`src/rtl/sonar_array_wb_hub.sv`:
```
// Wishbone slave hub for an array of sonar channels: hub registers, per-channel
// request/ack forwarding with a watchdog, PCM clock-enable prescaler and a
// masked sticky compare-status interrupt.
module sonar_array_wb_hub #(
   parameter int unsigned N_CH    = 2,
   parameter int unsigned DW      = 16,
   parameter int unsigned TIMEOUT = 15,
   parameter int unsigned PRE_RST = 49
) (
   input  logic               wb_clk_i,
   input  logic               wb_rst_i,
   input  logic               wbs_cyc_i,
   input  logic               wbs_stb_i,
   input  logic               wbs_we_i,
   input  logic [3:0]         wbs_sel_i,
   input  logic [31:0]        wbs_adr_i,
   input  logic [31:0]        wbs_dat_i,
   output logic               wbs_ack_o,
   output logic [31:0]        wbs_dat_o,
   output logic [N_CH-1:0]    ch_valid_o,
   output logic [3:0]         ch_adr_o,
   output logic [DW-1:0]      ch_dat_o,
   output logic               ch_strb_o,
   input  logic [N_CH-1:0]    ch_ack_i,
   input  logic [N_CH*DW-1:0] ch_dat_i,
   input  logic [N_CH-1:0]    cmp_i,
   output logic               ce_pcm,
   output logic               irq_o
);

   localparam int unsigned KW       = 5;
   localparam logic [7:0]  TO_LAST  = 8'(TIMEOUT - 1);
   localparam logic [7:0]  PRE_INIT = 8'(PRE_RST);

   typedef enum logic [1:0] {S_IDLE, S_WAIT, S_ACK, S_GAP} state_t;

   state_t            state;
   logic [KW-1:0]     ch_idx;
   logic [7:0]        wd_cnt;
   logic [N_CH-1:0]   status;
   logic [N_CH-1:0]   irq_mask;
   logic [7:0]        prescaler;
   logic [7:0]        pcm_cnt;
   logic              tostat_flag;
   logic [7:0]        tostat_ch;

   logic [8:0]        w;
   logic [KW-1:0]     blk;
   logic [KW-1:0]     k_dec;
   logic              hit;
   logic              is_ch;
   logic              reg_wr;
   logic [N_CH-1:0]   status_clr;
   logic [31:0]       rd_val;
   logic              cur_ack;
   logic [DW-1:0]     cur_dat;
   logic [7:0]        pcm_next;
   logic              unused_bits;

   assign unused_bits = &{1'b0, wbs_sel_i[3:1], wbs_adr_i[27:11], wbs_adr_i[1:0], wbs_dat_i};

   // Address decode: hub register window below word 16, channel windows above
   always_comb begin
      w          = wbs_adr_i[10:2];
      blk        = w[8:4];
      k_dec      = blk - 5'd1;
      hit        = wbs_cyc_i & wbs_stb_i & (wbs_adr_i[31:28] == 4'h3);
      is_ch      = (blk != '0) && (32'(k_dec) < N_CH);
      reg_wr     = (state == S_IDLE) & hit & ~is_ch & (blk == '0) & wbs_we_i & wbs_sel_i[0];
      status_clr = (reg_wr && w[3:0] == 4'd0) ? wbs_dat_i[N_CH-1:0] : '0;
   end

   // Hub register read mux; unmapped and out-of-range channel words read 0
   always_comb begin
      rd_val = '0;
      if (blk == '0) begin
         case (w[3:0])
            4'd0:    rd_val = 32'(status);
            4'd1:    rd_val = 32'(prescaler);
            4'd2:    rd_val = 32'(irq_mask);
            4'd3:    rd_val = {tostat_flag, 23'd0, tostat_ch};
            default: rd_val = '0;
         endcase
      end
   end

   // Ack and read data of the channel currently being accessed
   always_comb begin
      cur_ack = 1'b0;
      cur_dat = '0;
      for (int i = 0; i < int'(N_CH); i++) begin
         if (ch_idx == KW'(i)) begin
            cur_ack = ch_ack_i[i];
            cur_dat = ch_dat_i[i*DW +: DW];
         end
      end
   end

   // Access FSM: register ops, channel requests, watchdog, ack and gap cycle
   always_ff @(posedge wb_clk_i) begin
      if (wb_rst_i) begin
         state       <= S_IDLE;
         wbs_ack_o   <= 1'b0;
         wbs_dat_o   <= '0;
         ch_valid_o  <= '0;
         ch_adr_o    <= '0;
         ch_dat_o    <= '0;
         ch_strb_o   <= 1'b0;
         ch_idx      <= '0;
         wd_cnt      <= '0;
         tostat_flag <= 1'b0;
         tostat_ch   <= '0;
      end else begin
         case (state)
            S_IDLE: begin
               if (hit) begin
                  if (is_ch) begin
                     state      <= S_WAIT;
                     ch_idx     <= k_dec;
                     ch_valid_o <= N_CH'(1) << k_dec;
                     ch_adr_o   <= w[3:0];
                     ch_dat_o   <= {wbs_dat_i[31], wbs_dat_i[DW-2:0]};
                     ch_strb_o  <= wbs_we_i & wbs_sel_i[0];
                     wd_cnt     <= '0;
                  end else begin
                     state     <= S_ACK;
                     wbs_ack_o <= 1'b1;
                     wbs_dat_o <= rd_val;
                     if (reg_wr && w[3:0] == 4'd3 && wbs_dat_i[31])
                        tostat_flag <= 1'b0;
                  end
               end
            end
            S_WAIT: begin
               if (!wbs_cyc_i) begin
                  state      <= S_IDLE;
                  ch_valid_o <= '0;
                  ch_strb_o  <= 1'b0;
               end else if (cur_ack) begin
                  state      <= S_ACK;
                  wbs_ack_o  <= 1'b1;
                  wbs_dat_o  <= 32'($signed(cur_dat));
                  ch_valid_o <= '0;
                  ch_strb_o  <= 1'b0;
               end else if (wd_cnt == TO_LAST) begin
                  state       <= S_ACK;
                  wbs_ack_o   <= 1'b1;
                  wbs_dat_o   <= 32'hDEAD_BEEF;
                  ch_valid_o  <= '0;
                  ch_strb_o   <= 1'b0;
                  tostat_flag <= 1'b1;
                  tostat_ch   <= 8'(ch_idx);
               end else begin
                  wd_cnt <= wd_cnt + 8'd1;
               end
            end
            S_ACK: begin
               state     <= S_GAP;
               wbs_ack_o <= 1'b0;
               wbs_dat_o <= '0;
            end
            default: begin
               state <= S_IDLE;
            end
         endcase
      end
   end

   // Configuration registers and sticky status; a set wins over a same-cycle clear
   always_ff @(posedge wb_clk_i) begin
      if (wb_rst_i) begin
         status    <= '0;
         irq_mask  <= '0;
         prescaler <= PRE_INIT;
         irq_o     <= 1'b0;
      end else begin
         status <= (status & ~status_clr) | cmp_i;
         irq_o  <= |(status & irq_mask);
         if (reg_wr && w[3:0] == 4'd1) prescaler <= wbs_dat_i[7:0];
         if (reg_wr && w[3:0] == 4'd2) irq_mask  <= wbs_dat_i[N_CH-1:0];
      end
   end

   // PCM down-counter; a new prescaler value is picked up only on reload
   always_comb begin
      pcm_next = (pcm_cnt == 8'd0) ? prescaler : pcm_cnt - 8'd1;
   end

   // PCM clock enable asserted while the counter sits at zero
   always_ff @(posedge wb_clk_i) begin
      if (wb_rst_i) begin
         pcm_cnt <= '0;
         ce_pcm  <= 1'b0;
      end else begin
         pcm_cnt <= pcm_next;
         ce_pcm  <= (pcm_next == 8'd0);
      end
   end

endmodule

```
`config.mk`:
```
export PLATFORM = sky130hd
export DESIGN_NAME = sonar_array_wb_hub
export DESIGN_NICKNAME = d
export VERILOG_FILES = /design/src/rtl/sonar_array_wb_hub.sv
export SDC_FILE = /design/constraint.sdc
export NUM_CORES = 1
export LEC_CHECK = 0
export ABC_AREA = 1
export ABC_CLOCK_PERIOD_IN_PS = 1900
export BUFFER_PORTS_ARGS = -buffer_cell sky130_fd_sc_hd__buf_4
export CAP_MARGIN = 20
export CORE_MARGIN = 2
export CORE_UTILIZATION = 52
export CTS_BUF_LIST = sky130_fd_sc_hd__clkbuf_4
export DETAILED_ROUTE_END_ITERATION = 8
export GPL_TIMING_DRIVEN = 1
export PLACE_DENSITY = 0.82
export SKIP_LAST_GASP = 1
export SLEW_MARGIN = 20
export SYNTH_ARGS = -nofsm -noshare
export SYNTH_HDL_FRONTEND = slang
export SYNTH_SLANG_ARGS = --single-unit
export TNS_END_PERCENT = 5
```
`constraint.sdc`:
```
create_clock -name wb_clk_i -period 1.9 [get_ports wb_clk_i]
set_input_delay 0.19 -clock wb_clk_i [delete_from_list [all_inputs] [get_ports wb_clk_i]]
set_output_delay 0.19 -clock wb_clk_i [all_outputs]
set_load 0.005 [all_outputs]
```
# Word-level counts from Yosys, hierarchy flattened

Index checks and enable logic that the tools add are counted.

Bits in registers: 99
Input bits: 109

$add $sub $neg: 3
Order comparisons: 1
Equal/unequal tests: 18
Shift-type cells: 1
Muxes and demuxes: 50
Bitwise logic cells: 14
Reductions and logical operators: 23

Operator list:

| operator              | number |
|---|---|
| $mux W32              | 6 |
| $pmux W32 S4          | 1 |
| $pmux W32 S3          | 1 |
| $mux W8               | 6 |
| $mux W16              | 2 |
| $mux W2               | 11 |
| $mux W1               | 17 |
| $logic_not A8 Y1      | 2 |
| $pmux W8 S2           | 1 |
| $ne A2 B2 Y1 const B  | 7 |
| $eq A4 B2 Y1 const B  | 3 |
| $logic_not A5 Y1      | 2 |
| $add A8 B1 Y8 const B | 1 |
| $and A1 B1 Y1         | 8 |
| $eq A8 B4 Y1 const B  | 1 |
| $reduce_and A4 Y1     | 2 |
| $sub A8 B1 Y8 const B | 1 |
| $reduce_and A7 Y1     | 1 |
| $logic_and A1 B1 Y1   | 6 |
| $pmux W2 S3           | 1 |
| $reduce_and A6 Y1     | 1 |
| $eq A5 B1 Y1 const B  | 1 |
| $lt A5 B2 Y1 const B  | 1 |
| $reduce_and A5 Y1     | 1 |
| other kinds (23)      | 26 |

# Longest topological paths before layout

Word-level depth: 14
Depth in mapped cells: 13
Gate-level depth less buffers: 12

# Worst setup path after synthesis

Ideal clock, no wire load.

Path kind: reg-to-reg
Start point: register state[1]
End point: register wbs_ack_o
Setup time: 132 ps
Arrival time: 1,573 ps
Data required time: 1,768 ps
Setup slack: 195 ps
Stages on the path, launching flop included: 10
Buffers on the path: 0
Period minus slack after synthesis: 1,705 ps
Cell sequence: dfxtp_1 -> inv_1 -> ha_1 -> inv_1 -> o21ai_1 -> inv_2 -> nand2_1 -> clkinv_1 -> nand3_1 -> a21oi_1

Cells in the longest elaborated chain, start to end: 3
Elaborated cells on any way between the ends: 10
Those cells by class: eq/ne: 6; mux: 1; reduce/logical: 3

Ends and longest elaborated chain:

| item                                                        | RTL line | RTL |
|---|---|---|
| start: declaration                                          | 37       | `state_t state;` |
| start signal: assignment                                    | 102      | `state <= S_IDLE;` |
| start signal: assignment                                    | 118      | `state <= S_WAIT;` |
| start signal: assignment                                    | 126      | `state <= S_ACK;` |
| $eq A2 B1 Y1, or another cell as far along                  | 114      | `case (state)` |
| $ne A3 B3 Y1 (no source line), or another cell as far along | n/a      |  |
| $reduce_and A5 Y1 (no source line)                          | n/a      |  |
| end signal: assignment                                      | 103      | `wbs_ack_o <= 1'b0;` |
| end signal: assignment                                      | 127      | `wbs_ack_o <= 1'b1;` |
| end signal: assignment                                      | 141      | `wbs_ack_o <= 1'b1;` |
| end: declaration                                            | 18       | `output logic wbs_ack_o,` |

Parallel ways exist; a longest one is shown, timed or not.
A chain may end at the register's enable or synchronous reset.

# Final worst setup path

Start point: register state[0]
End point: register wbs_dat_o[11]

Cells in the longest elaborated chain, start to end: 3
Elaborated cells on any way between the ends: 10
Those cells by class: eq/ne: 6; mux: 1; reduce/logical: 3

Ends and longest elaborated chain:

| item                                                        | RTL line | RTL |
|---|---|---|
| $eq A2 B1 Y1, or another cell as far along                  | 114      |  |
| $ne A3 B3 Y1 (no source line), or another cell as far along | n/a      |  |
| $reduce_and A5 Y1 (no source line)                          | n/a      |  |
| end signal: assignment                                      | 128      | `wbs_dat_o <= rd_val;` |
| end signal: assignment                                      | 142      | `wbs_dat_o <= 32'($signed(cur_dat));` |
| end: declaration                                            | 19       | `output logic [31:0] wbs_dat_o,` |

Parallel ways exist; a longest one is shown, timed or not.

==> results.yml <==
status:
  status: "complete, no violations"
pwr:
  leakagePower_nw: 2.854
  ir_drop_uv: 412.7
  p_per_area_nw_per_um2: 855.5
final_layout:
  final_cell_mix: "buf_4, nand2_1, inv_1"
  layout-drive-gt1-share_pct: 24.14
  fin_cells: 924
  fillers: 736
  diodes: 0
  regArea_um2: 1702
  multi_input_area_um2: 2317
  nets: 930
  fin_util_pct: 68.68
  area_growth_pct: 29.37
  final_common_cell: "buf_4"
logic_synthesis:
  ys_ff_latch: 85
  synthCells: 673
  ys_warn_count: 0
  synth_cell_types: 38
  synth_area_um2: 4584
  syn_area_per_cell_um2: 6.812
  synth_fp_nets: 792
  seq_area_frac_synth_pct: 37.12
setup_path:
  critical_path_class: "reg -> reg"
  critPathArrivalTime_ns: 2.13
  crit_required_ns: 2.21
  worstPathMaxFanout: 10
  crit_path_end_kind: "register"
  crit_path_start_kind: "register"
detailed_routing:
  drcViolationCount: 0
  wire_per_inst_um: 13.02
  drtPass1Iterations: 5
  wl_um: 12030
  ant_nets: 0
  num_vias: 4796
  drtIter0Drc: 255
  via_per_inst: 5.190
run:
  max_cap_violations: 0
sta:
  hold_viol: 0
  grt_setup_unrepaired: "yes"
  setup_viol: 0
  relSlewSlack_pct: 73.94
  post-route-min-period_ns: 1.820
  finalCritPeriodShare_pct: 95.78
  slew_viol_final: 0
  fin_skew_ns: 0.01640
  hold_ws_ns: 0.01249
  clock.fmax_mhz: 549.5
  fin_ws_ns: 0.08013
  worst_slew_pin_slew_ns: 0.3909
floorplanning:
  pin_count: 167
  die-height_um: 97.90
  initial_core_util_pct: 53.09
  rows: 34
  core_area_um2: 8636
  die_area_um2: 9583
  die_w_um: 97.90
grt:
  grt_pass1_vias: 4658
  overflow: 0
  antenna_found_initial: 0
  grt_max_degree: 36
  grt_pass1_wl_um: 20340
  groute.usage.overall_pct: 25.19
clocking:
  cts_buffers: 9
  clkLatencyLatePin_ns: 0.44
  clock-sinks: 85
  clkTransAtPathRegs_ns: 0.13
  cts_max_level: 3
  clockBufferDepth: 2
  cts_tree: "built"
  clk_root_buffer_cell: "clkbuf_4"
placed_design:
  dp_slack_ns: -0.1339
  dp_cells: 894
  portBuffers: 128
  gp_congestion: 0.8399
  hpwl_um: 8783
hold_path:
  min_path_type: "in -> reg"
==> flip-flops by register name (all words and copies together) (netlist names) <==
register / count
irq_o: 1
prescaler: 8
ch_adr_o: 4
ch_dat_o: 16
ch_valid_o: 2
ch_idx: 5
ce_pcm: 1
tostat_ch: 5
wbs_ack_o: 1
ch_strb_o: 1
wd_cnt: 8
wbs_dat_o: 18
pcm_cnt: 8
status: 2
tostat_flag: 1
state: 2
irq_mask: 2
==> cell type report <==
class / instances / area share, %
repair buffers: 167 / 21.81
multi-input cells: 457 / 39.07
clock buffers: 10 / 1.266
inverters: 91 / 5.823
well taps: 108 / 2.278
clock inverters: 6 / 1.055
flip-flops and latches: 85 / 28.69
==> power breakdown <==
group          switching (mW)  internal [mW]  total (mW)  leakage, nW
clock network           0.625          0.414        1.04       0.0704
registers              0.0964           1.95        2.04        0.689
logic                    1.17          0.817        1.99         2.09
total                    1.89           3.18        5.07         2.85
==> synthesized netlist by cell type (all sizes together) <==
cell	count	share of area [%]
a21boi	1	0.41
a21oi	49	5.3
a31oi	7	0.96
and2	1	0.14
and3	1	0.14
buf	28	4.3
clkbuf	12	0.98
clkinv	1	0.082
dfxtp	85	37
ha	10	2.7
inv	90	7.4
nand2	135	11
nand3	38	4.6
nand4	23	3.4
nor2	86	7.8
nor3	25	3.1
nor3b	2	0.33
o211ai	3	0.49
o21a	1	0.16
o21ai	57	6.2
o22ai	8	1.1
or2	1	0.14
xnor2	4	0.76
xor2	5	0.96
==> cell families after synthesis <==
logic type               after synthesis  synth area share, %
AO/OA/AOI/OAI                        126                14.68
XOR/XNOR                               9                1.719
adder cells (fa/ha/maj)               10                2.729
buffers and inverters                131                12.75
flip-flops                            85                37.12
AND/OR/NAND/NOR                      312                31.00
==> worst max-delay path, cell delays in order, from the launching register on <==
cell and delay [ns]:
dfxtp_1 0.37, inv_1 0.10, ha_2 0.28, nand2_1 0.11, o21ai_1 0.21, inv_2 0.13, nand2_1 0.14, clkinvlp_4 0.19
nand3_1 0.11, a21oi_1 0.06
==> routing by layer <==
metal / routed length [um] / part of all wire [%] / vias up / global-route usage, %
met5: 0 / 0 / - / 0
met2: 5763 / 48 / 182 / 44.52
li1: - / - / 2449 / -
met1: 5154 / 43 / 2149 / 30.82
met4: 167 / 1.4 / 0 / 8.440
met3: 948 / 7.9 / 16 / 4.653
==> final timing paths <==
check | start | endpoint | slack [ns] | cells after the start
hold reg to reg | irq_mask[0] | irq_mask[0] | 0.48 | 2
hold / removal | wbs_dat_i[2] | ch_dat_o[2] | 0.01 | 3
setup reg to reg | state[0] | wbs_dat_o[11] | 0.08 | 9
setup / recovery | state[0] | wbs_dat_o[11] | 0.08 | 9
==> through the flow <==
step | setup TNS (ns) | total power, mW | instance area [um^2]
2_1_floorplan | 0 | 3.458 | 4584
5_1_grt | -1.478 | 5.439 | 5931
3_3_place_gp | -0.5700 | 3.895 | 5638
3_5_place_dp | -3.291 | 3.965 | 5638
4_1_cts | 0 | 5.027 | 5886
6_report | 0 | 5.074 | 5931
==> timing repair <==
item	in CTS	in global routing
hold endpoints to repair	11	0
setup endpoints to repair	0	52
gates resized for setup	0	6
buffers inserted	0	3
hold buffers	11	0
No activity file was read; power rests on OpenSTA's default activity.
